[config.mk]
export PLATFORM = sky130hd
export DESIGN_NAME = apb_arb_master
export DESIGN_NICKNAME = d
export VERILOG_FILES = /design/src/rtl/apb_arb_master.sv
export SDC_FILE = /design/constraint.sdc
export NUM_CORES = 1
export LEC_CHECK = 0
export BUFFER_PORTS_ARGS = -buffer_cell sky130_fd_sc_hd__buf_2
export CORE_MARGIN = 3
export CORE_UTILIZATION = 47
export DETAILED_ROUTE_END_ITERATION = 10
export GPL_ROUTABILITY_DRIVEN = 0
export PLACE_DENSITY = 0.88
export SETUP_SLACK_MARGIN = 0.5
export SLEW_MARGIN = 20
export SYNTH_ARGS = -nofsm -noshare
export SYNTH_HDL_FRONTEND = slang
export SYNTH_SLANG_ARGS = --single-unit
export TNS_END_PERCENT = 30
[constraint.sdc]
create_clock -name pclk -period 2.2 [get_ports pclk]
set_clock_uncertainty 0.15 [all_clocks]
set_input_delay 0.33 -clock pclk [delete_from_list [all_inputs] [get_ports pclk]]
set_output_delay 0.33 -clock pclk [all_outputs]
set_load 0.02 [all_outputs]
[src/rtl/apb_arb_master.sv]
// Two-requester APB master with round-robin arbitration.
// Registered APB outputs, wait-state timeout, one-cycle done pulses.
module apb_arb_master #(
  parameter int unsigned TIMEOUT_CYC = 16
) (
  input  logic        pclk,
  input  logic        preset_n,
  input  logic [1:0]  req,
  input  logic [1:0]  req_write,
  input  logic [31:0] req0_addr,
  input  logic [31:0] req1_addr,
  input  logic [31:0] req0_wdata,
  input  logic [31:0] req1_wdata,
  input  logic [3:0]  req0_strb,
  input  logic [3:0]  req1_strb,
  output logic [1:0]  done,
  output logic [31:0] rsp_rdata,
  output logic        rsp_err,
  output logic        rsp_timeout,
  output logic        psel,
  output logic        penable,
  output logic        pwrite,
  output logic [31:0] paddr,
  output logic [31:0] pwdata,
  output logic [3:0]  pstrb,
  input  logic [31:0] prdata,
  input  logic        pready,
  input  logic        pslverr
);

  typedef enum logic [1:0] {
    IDLE,
    SETUP,
    ACCESS
  } state_t;

  localparam logic [7:0] TO8 = 8'(TIMEOUT_CYC);
  localparam logic [8:0] TO9 = 9'(TIMEOUT_CYC);

  state_t      state;
  state_t      state_nx;
  logic [1:0]  elig;
  logic        gnt_any;
  logic        gnt_id;
  logic        last_q;
  logic        gid_q;
  logic [7:0]  wcnt;
  logic        to_hit;
  logic        psel_d;
  logic        penable_d;
  logic [1:0]  done_d;
  logic [31:0] rdata_d;
  logic        err_d;
  logic        to_d;

  // The requester currently signalled done sits out this arbitration
  assign elig    = req & ~done;
  assign gnt_any = |elig;

  // This ACCESS cycle would be the last one allowed with pready low
  assign to_hit = (state == ACCESS) && !pready &&
                  (({1'b0, wcnt} + 9'd1) >= TO9);

  // Round-robin pick: on a tie the requester not granted last wins
  always_comb begin
    gnt_id = 1'b0;
    unique case (elig)
      2'b11:   gnt_id = ~last_q;
      2'b10:   gnt_id = 1'b1;
      default: gnt_id = 1'b0;
    endcase
  end

  // State register
  always_ff @(posedge pclk or negedge preset_n) begin
    if (!preset_n) state <= IDLE;
    else           state <= state_nx;
  end

  // Next-state logic
  always_comb begin
    state_nx = state;
    unique case (state)
      IDLE:    if (gnt_any) state_nx = SETUP;
      SETUP:   state_nx = ACCESS;
      ACCESS:  if (pready || to_hit) state_nx = IDLE;
      default: state_nx = IDLE;
    endcase
  end

  // Output decode, registered below so every output is a flop
  always_comb begin
    psel_d    = (state_nx != IDLE);
    penable_d = (state_nx == ACCESS);
    done_d    = '0;
    rdata_d   = '0;
    err_d     = 1'b0;
    to_d      = 1'b0;
    if (state == ACCESS) begin
      if (pready) begin
        done_d[gid_q] = 1'b1;
        rdata_d       = pwrite ? '0 : prdata;
        err_d         = pslverr;
      end else if (to_hit) begin
        done_d[gid_q] = 1'b1;
        err_d         = 1'b1;
        to_d          = 1'b1;
      end
    end
  end

  // Control and response registers
  always_ff @(posedge pclk or negedge preset_n) begin
    if (!preset_n) begin
      psel        <= 1'b0;
      penable     <= 1'b0;
      done        <= '0;
      rsp_rdata   <= '0;
      rsp_err     <= 1'b0;
      rsp_timeout <= 1'b0;
    end else begin
      psel        <= psel_d;
      penable     <= penable_d;
      done        <= done_d;
      rsp_rdata   <= rdata_d;
      rsp_err     <= err_d;
      rsp_timeout <= to_d;
    end
  end

  // Latch the winner's request on the grant edge; hold otherwise
  always_ff @(posedge pclk or negedge preset_n) begin
    if (!preset_n) begin
      paddr  <= '0;
      pwdata <= '0;
      pstrb  <= '0;
      pwrite <= 1'b0;
      last_q <= 1'b1;
      gid_q  <= 1'b0;
    end else if (state == IDLE && gnt_any) begin
      paddr  <= gnt_id ? req1_addr  : req0_addr;
      pwdata <= gnt_id ? req1_wdata : req0_wdata;
      pstrb  <= gnt_id ? req1_strb  : req0_strb;
      pwrite <= req_write[gnt_id];
      last_q <= gnt_id;
      gid_q  <= gnt_id;
    end
  end

  // Wait counter: cleared leaving SETUP, counts pready-low ACCESS cycles
  always_ff @(posedge pclk or negedge preset_n) begin
    if (!preset_n) begin
      wcnt <= '0;
    end else if (state == SETUP) begin
      wcnt <= '0;
    end else if (state == ACCESS && !pready && wcnt < TO8) begin
      wcnt <= wcnt + 8'd1;
    end
  end

endmodule

==> run metrics <==
setup_tns 0 ps; Clock Path Buffers 2; Top Usage Layer GRT met2; number of flops mapped to enable cells by yosys 0; DRC violations left 0; P_sw ~4.6 mW; logic gate share of total power between 40% and 50%; antenna violations before repair 0; Critical Path Source Type flop; dominant synthesized flop cell dfrtp_1; Lkg Pwr 4.27 nW; reg2reg setup slack between 400 and 500 ps; final worst setup slack 477 ps; first-pass GRT wire length about 33000 um; htree depth 4; Clock Power Share 23.1%; first-iteration detailed-routing DRC count 870; Hold Vio Cnt, Final 0; Die Wd between 100 and 150 um; synth unique cells 41; Worst-Margin Slew 622 ps; CP endpoint kind primary output; PortBufs 282; Max VDD drop 0.785 mV; overall power roughly 11 mW; grt total ovfl 0; FMAX 580 MHz; Final min period roughly 1700 ps; met3 Use GR 8.55%; Antenna Cells 0; internal power around 7 mW; Slew Limit Fails 0; Crit Path Class flop to primary output; clock slew at reported path FFs about 60 ps; Final HPWL DP 12700 um; Hold Crit Class primary input to flop; Core Region 0.0123 mm2; nets 1029; Yosys warning count 0; Die Y around 120 um; Reg power frac just over 30%; # IOs ~280; fraction of registers with async set/reset between 90% and 100%; CP peak stage delay approximately 420 ps; post-synthesis sequential area ratio roughly half; Clock Latency Late Sink approximately 400 ps; # setup viols final 0; Post-Syn Area per Cell around 11 um2; worst path required time approximately 1700 ps; synthesized instance count between 500 and 600; layout cells sized above 1 ~43%; Yosys reg bits around 120; relative slew slack roughly three fifths; DR vias/cell between 6 and 7; GRT Util Overall between 20% and 30%; crit-path cells buf_12 -> buf_2; post-detailed-routing wire length between 20000 and 25000 um; hold path depth 3; WP data arrival 1240 ps; Slowest-stage cell, CP dfrtp_2; crit-path max FO 35; DR vias approximately 6300; dpl ws slightly below 400 ps; Site Rows 40; Mapped Area slightly above 0.006 mm2; pwr dens about 1300 mW/mm2; WHS 23.4 ps; Final period util between 70% and 80%; Die ar. ~0.014 mm2; Reg2Reg Depth 3; Root Buffer clkbuf_16; vias in the first global route between 6000 and 7000; # clock sinks ~120; RSZ-0062 raised after global routing true; status complete, no violations; initial cell density of the core a little under 50%; cts bufs inserted 17; met2 Usage GRT 46.6%; sw frac ~40%; maximum number of pins on one net before global-route repair 120; met1 global-route usage 36.7%; post-route ant nets 0; max_cap viols 0; Net Count, Synth 740; DRT Pass-1 Iters 5; P&R area growth vs syn 44.3%; per-cell routed wire length roughly 21 um; TritonCTS clock tree yes
## through the flow
stage                     area, um2  instances  utilization (%)
after floorplan                6070        562                -
after global placement         7610        958             61.8
after detailed placement       7610        958             61.8
after CTS                      8640       1027             70.2
after global routing           8730       1032             70.9
final                          8730       1032             70.9
## worst max-delay path, delay by kind of cell (launching register included)
kind / cells / cell delay (ps)
buffers and inverters: 2 / 410
DFF: 1 / 420
## power by group through the flow
stage / clock (mW) / combinational [mW] / sequential (mW)
3_5_place_dp: 0 / 4.94 / 3.47
4_1_cts: 2.67 / 5.19 / 3.47
3_3_place_gp: 0 / 4.86 / 3.48
6_report: 2.65 / 5.32 / 3.49
2_1_floorplan: 0 / 2.47 / 4.28
5_1_grt: 2.78 / 5.67 / 3.56
## cells in the final DEF (no fill, tap or decap), types with 2 or more instances in the layout
cell type / netlist / final
buf_2: 12 / 281
dfrtp_1: 118 / 115
o21ai_0: 73 / 72
and3b_1: 70 / 69
a2bb2oi_1: 69 / 69
a221oi_1: 70 / 68
and2_1: 34 / 33
dlygate4sd3_1: 0 / 33
clkbuf_16: 0 / 17
buf_4: 1 / 16
buf_12: 0 / 7
nand2_1: 5 / 5
clkinvlp_4: 0 / 4
clkinv_4: 0 / 4
nand2b_4: 0 / 3
nor2_1: 3 / 3
nor3_1: 3 / 3
clkinv_2: 0 / 3
dfrtp_2: 0 / 3
or3_4: 0 / 2
a211oi_1: 2 / 2
inv_1: 2 / 2
a221oi_2: 0 / 2
nor2b_1: 2 / 2
nand3b_1: 2 / 2
or3b_2: 2 / 2
a41oi_1: 2 / 2
o311ai_0: 3 / 2
a21o_1: 3 / 2
inv_6: 0 / 2
## timing repair
action,4_1_cts,5_1_grt
pin swaps,0,4
gates resized for setup,15,14
setup endpoints to repair,83,94
hold buffers,33,0
endpoints found under the hold margin,150,0
buffers inserted,1,4
gates cloned,3,1
## cells by family (layout without fill, tap and decap cells)
family	Yosys count	after routing	synth area share [%]
adders and majority gates	2	2	0.414
DFF	119	119	49.3
muxes	2	2	0.352
buffers and inverters	76	377	5.03
and+or+nand+nor	135	136	16.7
AOI/OAI and AO/OA	228	228	28.3
## synthesized netlist by cell type (3+ instances only)
master | number | area, um2
buf_2 | 12 | 60.1
nor2_1 | 3 | 11.3
nor3_1 | 3 | 15.0
o21ai_0 | 73 | 365
and2_1 | 34 | 213
a2bb2oi_1 | 69 | 604
a21o_1 | 3 | 22.5
clkbuf_1 | 60 | 225
o311ai_0 | 3 | 26.3
and3b_1 | 70 | 613
nand2b_1 | 4 | 25.0
nand2_1 | 5 | 18.8
a221oi_1 | 70 | 613
dfrtp_1 | 118 | 2950
## path summary, 6_finish.rpt
path / startpoint / end
min: req_write[0] / pwrite$_DFFE_PN0P_
min reg2reg: gid_q$_DFFE_PN0P_ / done[0]$_DFF_PN0_
max reg2reg: wcnt[4]$_DFFE_PN0P_ / wcnt[3]$_DFFE_PN0P_
max: done[1]$_DFF_PN0_ / done[1]
min in group asynchronous: preset_n / pwdata[24]$_DFFE_PN0P_
max in group asynchronous: preset_n / done[1]$_DFF_PN0_
## routing by layer
layer,routed length (um),part of all wire [%]
met2,10600,49
met5,0,0
met4,607,2.8
met1,8250,38
met3,2270,10
## registers in the layout, summed over array words and instances, names as in the netlist
register     count
rsp_err          1
state            2
pwdata          32
rsp_timeout      1
last_q           1
psel             1
pwrite           1
rsp_rdata       32
pstrb            4
gid_q            1
penable          1
paddr           32
done             2
wcnt             8
## cell type report
cell class / instances / area [um2]
Fill cell: 878 / 3580
Sequential cell: 119 / 2980
Multi-Input combinational cell: 368 / 2860
Timing Repair Buffer: 342 / 2090
Clock buffer: 18 / 439
Tap cell: 168 / 210
Clock inverter: 14 / 128
Inverter: 3 / 13.8
Note: power is estimated with default switching activity, not from simulation.
